==> config.mk <==
export PLATFORM = sky130hd
export DESIGN_NAME = window_serializer_flat
export DESIGN_NICKNAME = d
export VERILOG_FILES = /design/src/rtl/dense_pkg.sv /design/src/rtl/window_serializer_if.sv /design/src/rtl/sr_beat_cnt.sv /design/src/rtl/window_serializer.sv /design/src/flat_wrapper.sv
export SDC_FILE = /design/constraint.sdc
export NUM_CORES = 1
export LEC_CHECK = 0
export ABC_CLOCK_PERIOD_IN_PS = 2950
export BUFFER_PORTS_ARGS = -buffer_cell sky130_fd_sc_hd__buf_2
export CELL_PAD_IN_SITES_DETAIL_PLACEMENT = 1
export CELL_PAD_IN_SITES_GLOBAL_PLACEMENT = 1
export CORE_MARGIN = 5
export CORE_UTILIZATION = 41
export CTS_CLUSTER_DIAMETER = 30
export CTS_CLUSTER_SIZE = 30
export DETAILED_ROUTE_END_ITERATION = 12
export HOLD_SLACK_MARGIN = 0.06
export PLACE_DENSITY_LB_ADDON = 0.25
export SYNTH_ARGS = -nofsm -noshare
export SYNTH_HDL_FRONTEND = slang
export SYNTH_SLANG_ARGS = --single-unit
==> constraint.sdc <==
create_clock -name clock -period 2.95 [get_ports clock]
set_clock_uncertainty 0.05 [all_clocks]
set_input_delay 0.295 -clock clock [delete_from_list [all_inputs] [get_ports clock]]
set_output_delay 0.295 -clock clock [all_outputs]
set_load 0.03 [all_outputs]
==> src/rtl/dense_pkg.sv <==
// Shared definitions for the dense window blocks.
//   BYTE_W        : width of one window byte
//   dense_state_e : serializer FSM encoding (IDLE = no window held,
//                   SHIFT = window held with bytes still to emit)
package dense_pkg;

    localparam int BYTE_W = 8;

    typedef enum logic {
        ST_IDLE  = 1'b0,
        ST_SHIFT = 1'b1
    } dense_state_e;

endpackage

==> src/rtl/window_serializer_if.sv <==
// Bus bundle for window_serializer: a parallel window load channel and a
// byte-wide serial output channel.
//   p_window_in : parallel window, byte i = bits [8i+7:8i]
//   load_valid  : p_window_in is valid this cycle
//   load_ready  : serializer can take a window this cycle
//   shift_out   : current serial byte
//   out_valid   : shift_out holds a valid byte
//   out_ready   : downstream takes shift_out this cycle
//   out_last    : shift_out is byte 0, the final byte of the window
//
// Handshake rule for both channels: a transfer happens on a rising clock
// edge where valid and ready are both 1. A producer holding valid=1 keeps
// its data stable until that edge; ready may change freely and valid never
// waits on ready.
// master = the side that feeds windows and consumes bytes; slave = the
// serializer.
interface window_serializer_if #(
    parameter int P_SR_DEPTH  = 3,
    parameter int NUM_SR_ROWS = 3
);

    localparam int N = P_SR_DEPTH * NUM_SR_ROWS;

    logic [dense_pkg::BYTE_W*N-1:0] p_window_in;
    logic                           load_valid;
    logic                           load_ready;
    logic [dense_pkg::BYTE_W-1:0]   shift_out;
    logic                           out_valid;
    logic                           out_ready;
    logic                           out_last;

    modport master (
        output p_window_in, load_valid, out_ready,
        input  load_ready, shift_out, out_valid, out_last
    );

    modport slave (
        input  p_window_in, load_valid, out_ready,
        output load_ready, shift_out, out_valid, out_last
    );

endinterface

==> src/rtl/sr_beat_cnt.sv <==
// Byte index down-counter for the window serializer.
//   clock, reset : clock and asynchronous active-low reset
//   load         : set the index to N-1 (a new window was accepted)
//   dec          : step the index down by one (a non-final byte was taken)
//   idx          : index of the byte currently presented
//   is_last      : idx is 0
// The counter saturates at 0, so a stray dec never wraps it around.
module sr_beat_cnt #(
    parameter  int N     = 9,
    localparam int IDX_W = (N > 1) ? $clog2(N) : 1
) (
    input  logic             clock,
    input  logic             reset,
    input  logic             load,
    input  logic             dec,
    output logic [IDX_W-1:0] idx,
    output logic             is_last
);

    always_ff @(posedge clock or negedge reset) begin
        if (!reset) begin
            idx <= '0;
        end else if (load) begin
            idx <= IDX_W'(N - 1);
        end else if (dec && (idx != '0)) begin
            idx <= idx - 1'b1;
        end
    end

    assign is_last = (idx == '0);

endmodule

==> src/rtl/window_serializer.sv <==
// Window serializer: captures a parallel window of N = P_SR_DEPTH *
// NUM_SR_ROWS bytes and emits it one byte per handshake, oldest first
// (byte N-1 down to byte 0), flagging byte 0 with out_last.
//   clock, reset : clock and asynchronous active-low reset
//   bus          : window_serializer_if slave (load and output channels)
//   state_dbg    : current FSM state
// shift_out, out_valid and out_last all come straight from flops. A new
// window can be taken on the same edge the last byte of the previous one
// leaves, so back-to-back windows stream without a bubble.
module window_serializer
    import dense_pkg::*;
#(
    parameter int P_SR_DEPTH  = 3,
    parameter int NUM_SR_ROWS = 3
) (
    input  logic                clock,
    input  logic                reset,
    window_serializer_if.slave  bus,
    output dense_state_e        state_dbg
);

    localparam int N     = P_SR_DEPTH * NUM_SR_ROWS;
    localparam int IDX_W = (N > 1) ? $clog2(N) : 1;

    dense_state_e            state_q, state_d;
    logic [BYTE_W*N-1:0]     cap_q;
    logic [BYTE_W-1:0]       shift_q;
    logic                    valid_q;
    logic                    last_q;

    logic                    beat;
    logic                    last_beat;
    logic                    accept;
    logic [IDX_W-1:0]        idx;
    logic                    is_last;
    logic [IDX_W-1:0]        nxt_idx;
    logic [BYTE_W-1:0]       nxt_byte;

    assign beat      = valid_q & bus.out_ready;
    assign last_beat = beat & last_q;

    // Ready while empty, or while the final byte is leaving this edge.
    assign bus.load_ready = (state_q == ST_IDLE) | last_beat;
    assign accept         = bus.load_valid & bus.load_ready;

    sr_beat_cnt #(.N(N)) u_beat_cnt (
        .clock   (clock),
        .reset   (reset),
        .load    (accept),
        .dec     (beat & ~is_last),
        .idx     (idx),
        .is_last (is_last)
    );

    // Byte that follows the one currently presented.
    assign nxt_idx = idx - 1'b1;

    always_comb begin
        nxt_byte = '0;
        for (int i = 0; i < N; i++) begin
            if (nxt_idx == IDX_W'(i)) begin
                nxt_byte = cap_q[BYTE_W*i +: BYTE_W];
            end
        end
    end

    always_comb begin
        state_d = state_q;
        case (state_q)
            ST_IDLE: begin
                if (accept) state_d = ST_SHIFT;
            end
            ST_SHIFT: begin
                if (last_beat && !accept) state_d = ST_IDLE;
            end
            default: state_d = ST_IDLE;
        endcase
    end

    always_ff @(posedge clock or negedge reset) begin
        if (!reset) begin
            state_q <= ST_IDLE;
        end else begin
            state_q <= state_d;
        end
    end

    always_ff @(posedge clock or negedge reset) begin
        if (!reset) begin
            cap_q   <= '0;
            shift_q <= '0;
            valid_q <= 1'b0;
            last_q  <= 1'b0;
        end else if (accept) begin
            // The oldest byte goes out first, straight from the input.
            cap_q   <= bus.p_window_in;
            shift_q <= bus.p_window_in[BYTE_W*(N-1) +: BYTE_W];
            valid_q <= 1'b1;
            last_q  <= (N == 1);
        end else if (beat) begin
            if (last_q) begin
                valid_q <= 1'b0;
                last_q  <= 1'b0;
            end else begin
                shift_q <= nxt_byte;
                last_q  <= (nxt_idx == '0);
            end
        end
    end

    assign bus.shift_out = shift_q;
    assign bus.out_valid = valid_q;
    assign bus.out_last  = last_q;
    assign state_dbg     = state_q;

endmodule

==> src/flat_wrapper.sv <==
// flat-port wrapper written by rule: the top's interface ports become plain ports
module window_serializer_flat import dense_pkg::*;
#(
    parameter int P_SR_DEPTH  = 3,
    parameter int NUM_SR_ROWS = 3
)
  (clock, reset, state_dbg, bus_p_window_in, bus_load_valid, bus_out_ready, bus_load_ready, bus_shift_out, bus_out_valid, bus_out_last);
  window_serializer_if #(.P_SR_DEPTH(P_SR_DEPTH), .NUM_SR_ROWS(NUM_SR_ROWS)) bus_i ();
  input  logic clock;
  input  logic reset;
  output dense_state_e state_dbg;
  input wire logic [$bits(bus_i.p_window_in)-1:0] bus_p_window_in;
  input wire logic [$bits(bus_i.load_valid)-1:0] bus_load_valid;
  input wire logic [$bits(bus_i.out_ready)-1:0] bus_out_ready;
  output wire logic [$bits(bus_i.load_ready)-1:0] bus_load_ready;
  output wire logic [$bits(bus_i.shift_out)-1:0] bus_shift_out;
  output wire logic [$bits(bus_i.out_valid)-1:0] bus_out_valid;
  output wire logic [$bits(bus_i.out_last)-1:0] bus_out_last;
  assign bus_i.p_window_in = bus_p_window_in;
  assign bus_i.load_valid = bus_load_valid;
  assign bus_i.out_ready = bus_out_ready;
  assign bus_load_ready = bus_i.load_ready;
  assign bus_shift_out = bus_i.shift_out;
  assign bus_out_valid = bus_i.out_valid;
  assign bus_out_last = bus_i.out_last;
  window_serializer #(.P_SR_DEPTH(P_SR_DEPTH), .NUM_SR_ROWS(NUM_SR_ROWS)) u_core (.clock(clock), .reset(reset), .bus(bus_i), .state_dbg(state_dbg));
endmodule
==> results.tsv <==
stage	metric	value	unit
outcome	status	completed	
placement	place_area	0.00482	mm2
critical_path	worstPathArrival	2.93	ns
detailed_routing	vias	3903	
clock_network	clkSlewWorstSetupHoldPaths	0.09	ns
synthesis	syn_area	0.00427	mm2
synthesis	ys_ff_latch	87	
global_routing	grt_pass1_vias	4129	
synthesis	ys_warn_count	0	
synthesis	avgSynthCellArea	8.60	um2
placement	preCtsSetupSlack	0.228	ns
synthesis	ys.flop_type	dfrtp_1	
sta	setup_viol	0	
finish	final_area	0.00520	mm2
detailed_routing	totalWireLength	13200	um
global_routing	antenna_found_initial	0	
clock_network	clk_latency	0.37	ns
finish	multiInputGateArea	0.00198	mm2
critical_path	timing.rr.start	u_core.u_beat_cnt.idx[0]$_DFFE_PN0P_	
placement	place_inst	698	
placement	port_buffers	87	
global_routing	grt_max_degree	88	
critical_path	crit_fanout	16	
critical_path	reg2regPathDepth	8	
finish	diodes	0	
global_routing	grt_pass1_wl	21700	um
sta	finalMaxSlewViolations	0	
sta	rsz0062_at_grt	true	
worst_hold_path	min_path_type	primary input to flop	
finish	layout-drive-gt1-share	19.7	%
clock_network	cts_root_buf	clkbuf_8	
worst_hold_path	hold_depth	3	
critical_path	max_stage_delay	0.51	ns
sta	tightest_slew	1.10	ns
sta	clock.fmax	361	MHz
finish	regArea	0.00218	mm2
detailed_routing	via_per_inst	5.35	
placement	routabilityCongestion	0.930	
critical_path	path_cells	inv_1 > ha_1 > and3b_1 > a32oi_4 > nor2b_1 > a311o_1 > o2111ai_1 > a32oi_1	
critical_path	critPathCaptureType	flop	
power	leakage	0.00255	uW
sta	final_hold_viol_count	0	
critical_path	crit_path_top_delay_cell	a32oi_4	
detailed_routing	first_iter_violations	202	
global_routing	grt.overflow.total	0	
die	die_x	112	um
power	power.density	997	mW/mm2
critical_path	worst_ep_required_time	3.11	ns
die	core_area	0.0102	mm2
clock_network	clkSinkCount	87	
job	maxCapViolations	0	
clock_network	numCtsBuffers	9	
finish	area_growth_syn_to_layout	21.6	%
critical_path	cp-start-kind	flop	
worst_hold_path	hp-start	bus_p_window_in[1]	
detailed_routing	drtPass1Iterations	4	
critical_path	crit_type	flop to flop	
finish	n_fill_cell	1270	
die	start_util	41.8	%
sta	timing.final.ws_setup	0.179	ns
die	boundaryPins	88	
synthesis	synth.distinct_cells	42	
clock_network	clock_path_buffers	2	
detailed_routing	drc	0	
clock_network	cts_tree	built	
finish	layout_common_cells	nand2_1 (244), dfrtp_1 (87), buf_2 (86)	
critical_path	r2r_setup_slack	0.18	ns
finish	fin_nets	669	
synthesis	syn_nets	577	
sta	relSlewSlack	25.9	%
synthesis	synthCells	497	
die	rows	37	
finish	instances_no_fill	729	
finish	final_common_cell	nand2_1	
worst_hold_path	hold_path_end	u_core.cap_q[1]$_DFFE_PN0P_	
die	die_area	0.0126	mm2
placement	hpwlAfterDp	9630	um
power	power	5180	uW
global_routing	track_usage	21.5	%
synthesis	synth_edf_count	0	
die	die_h	112	um
detailed_routing	wl_per_cell	18.1	um
power	ir_drop	378	uV
synthesis	synth-seq-area-share	51.0	%
synthesis	async_flop_share	100	%
detailed_routing	drtAntennaViolNets	0	
critical_path	r2r-end	u_core.bus.shift_out[7]$_DFFE_PN0P_	
sta	fin_crit_sh	93.9	%
sta	period_minus_slack	2.77	ns
clock_network	h-tree-depth	3	
finish	final_util	50.8	%
==> worst max-delay path, delay by kind of cell, from the launching register on <==
family          cells  cell delay [ns]
compound gates      4             1.08
fa+ha+maj           1             0.36
buf+inv             1             0.10
flops               1             0.49
simple gates        2             0.53
==> cell type report <==
cell class,count,area share (%)
clock buffer,9,2.38
inverter,2,0.144
timing repair buffer,108,12.5
multi-input combinational,381,38.2
sequential,87,41.9
clock inverter,6,1.66
tap,136,3.27
==> timing repair <==
action	CTS	global route
hold buffers	16	0
endpoints found under the setup margin	0	6
resized for setup	0	2
buffers inserted	0	0
hold endpoints to repair	16	0
==> through the flow <==
| step | TNS [ns] | hold WS (ns) |
|---|---|---|
| finish | 0 | 0.0662 |
| CTS | 0 | 0.0605 |
| detailed placement | 0 | 0.410 |
| floorplan | 0 | -0.0506 |
| global route | -0.0158 | 0.0688 |
| global placement | 0 | 0.406 |
==> cell families after synthesis <==
group / synth area share [%]
AOI/OAI and AO/OA: 16.9
muxes: 0.234
adders and majority gates: 1.17
DFF: 51.0
buffers and inverters: 2.84
xor gates and xnor gates: 0.205
and+or+nand+nor: 27.7
==> report_power, final <==
group          switching (uW)  internal [uW]  leakage [uW]
combinational            1250            772       0.00136
clock                     439            471      0.000105
sequential                515           1730       0.00109
total                    2210           2980       0.00255
==> worst max-delay path by stage <==
stage | slack (ns) | start | depth (start not counted) | end
after floorplan | 0.72 | u_core.u_beat_cnt.idx[0]$_DFFE_PN0P_ | 8 | u_core.bus.shift_out[0]$_DFFE_PN0P_
after global placement | 0.38 | u_core.u_beat_cnt.idx[0]$_DFFE_PN0P_ | 8 | u_core.bus.shift_out[0]$_DFFE_PN0P_
after detailed placement | 0.23 | u_core.u_beat_cnt.idx[0]$_DFFE_PN0P_ | 8 | u_core.bus.shift_out[7]$_DFFE_PN0P_
after CTS | 0.19 | u_core.u_beat_cnt.idx[0]$_DFFE_PN0P_ | 8 | u_core.bus.shift_out[7]$_DFFE_PN0P_
after global routing | -0.02 | u_core.u_beat_cnt.idx[0]$_DFFE_PN0P_ | 8 | u_core.bus.shift_out[7]$_DFFE_PN0P_
final | 0.18 | u_core.u_beat_cnt.idx[0]$_DFFE_PN0P_ | 8 | u_core.bus.shift_out[7]$_DFFE_PN0P_
==> registers in the layout, summed over array words and instances, names as in the netlist <==
register	flops
u_core.cap_q	72
u_core.u_beat_cnt.idx	4
u_core.state_dbg	1
u_core.bus.out_last	1
u_core.bus.shift_out	8
u_core.bus.out_valid	1
==> cells in the mapped netlist (2+ instances only) <==
cell	n	area (um2)
o221ai_1	8	70.1
nand3_1	3	15.0
a221oi_1	8	70.1
nor3b_1	2	15.0
buf_2	4	20.0
a22oi_1	8	60.1
nor2_1	12	45.0
a32oi_1	8	70.1
ha_1	4	50.1
o21ai_1	3	15.0
nor2b_1	11	68.8
inv_1	2	7.51
a21oi_1	4	20.0
o21a_1	2	15.0
a311o_1	8	80.1
o211ai_1	17	128
o22a_1	8	70.1
o2111ai_1	8	70.1
buf_1	10	37.5
clkbuf_1	12	45.0
nand2_1	246	923
nand2b_1	3	18.8
dfrtp_1	87	2180
==> layer usage <==
| layer | up-vias | GRT usage (%) | wire [um] |
|---|---|---|---|
| met1 | 1895 | 28.9 | 6010 |
| met4 | 0 | 8.49 | 250 |
| met3 | 18 | 3.72 | 707 |
| li1 | 1882 | - | - |
| met5 | - | 0 | 0 |
| met2 | 108 | 34.6 | 6220 |
No activity file was read; power rests on OpenSTA's default activity.
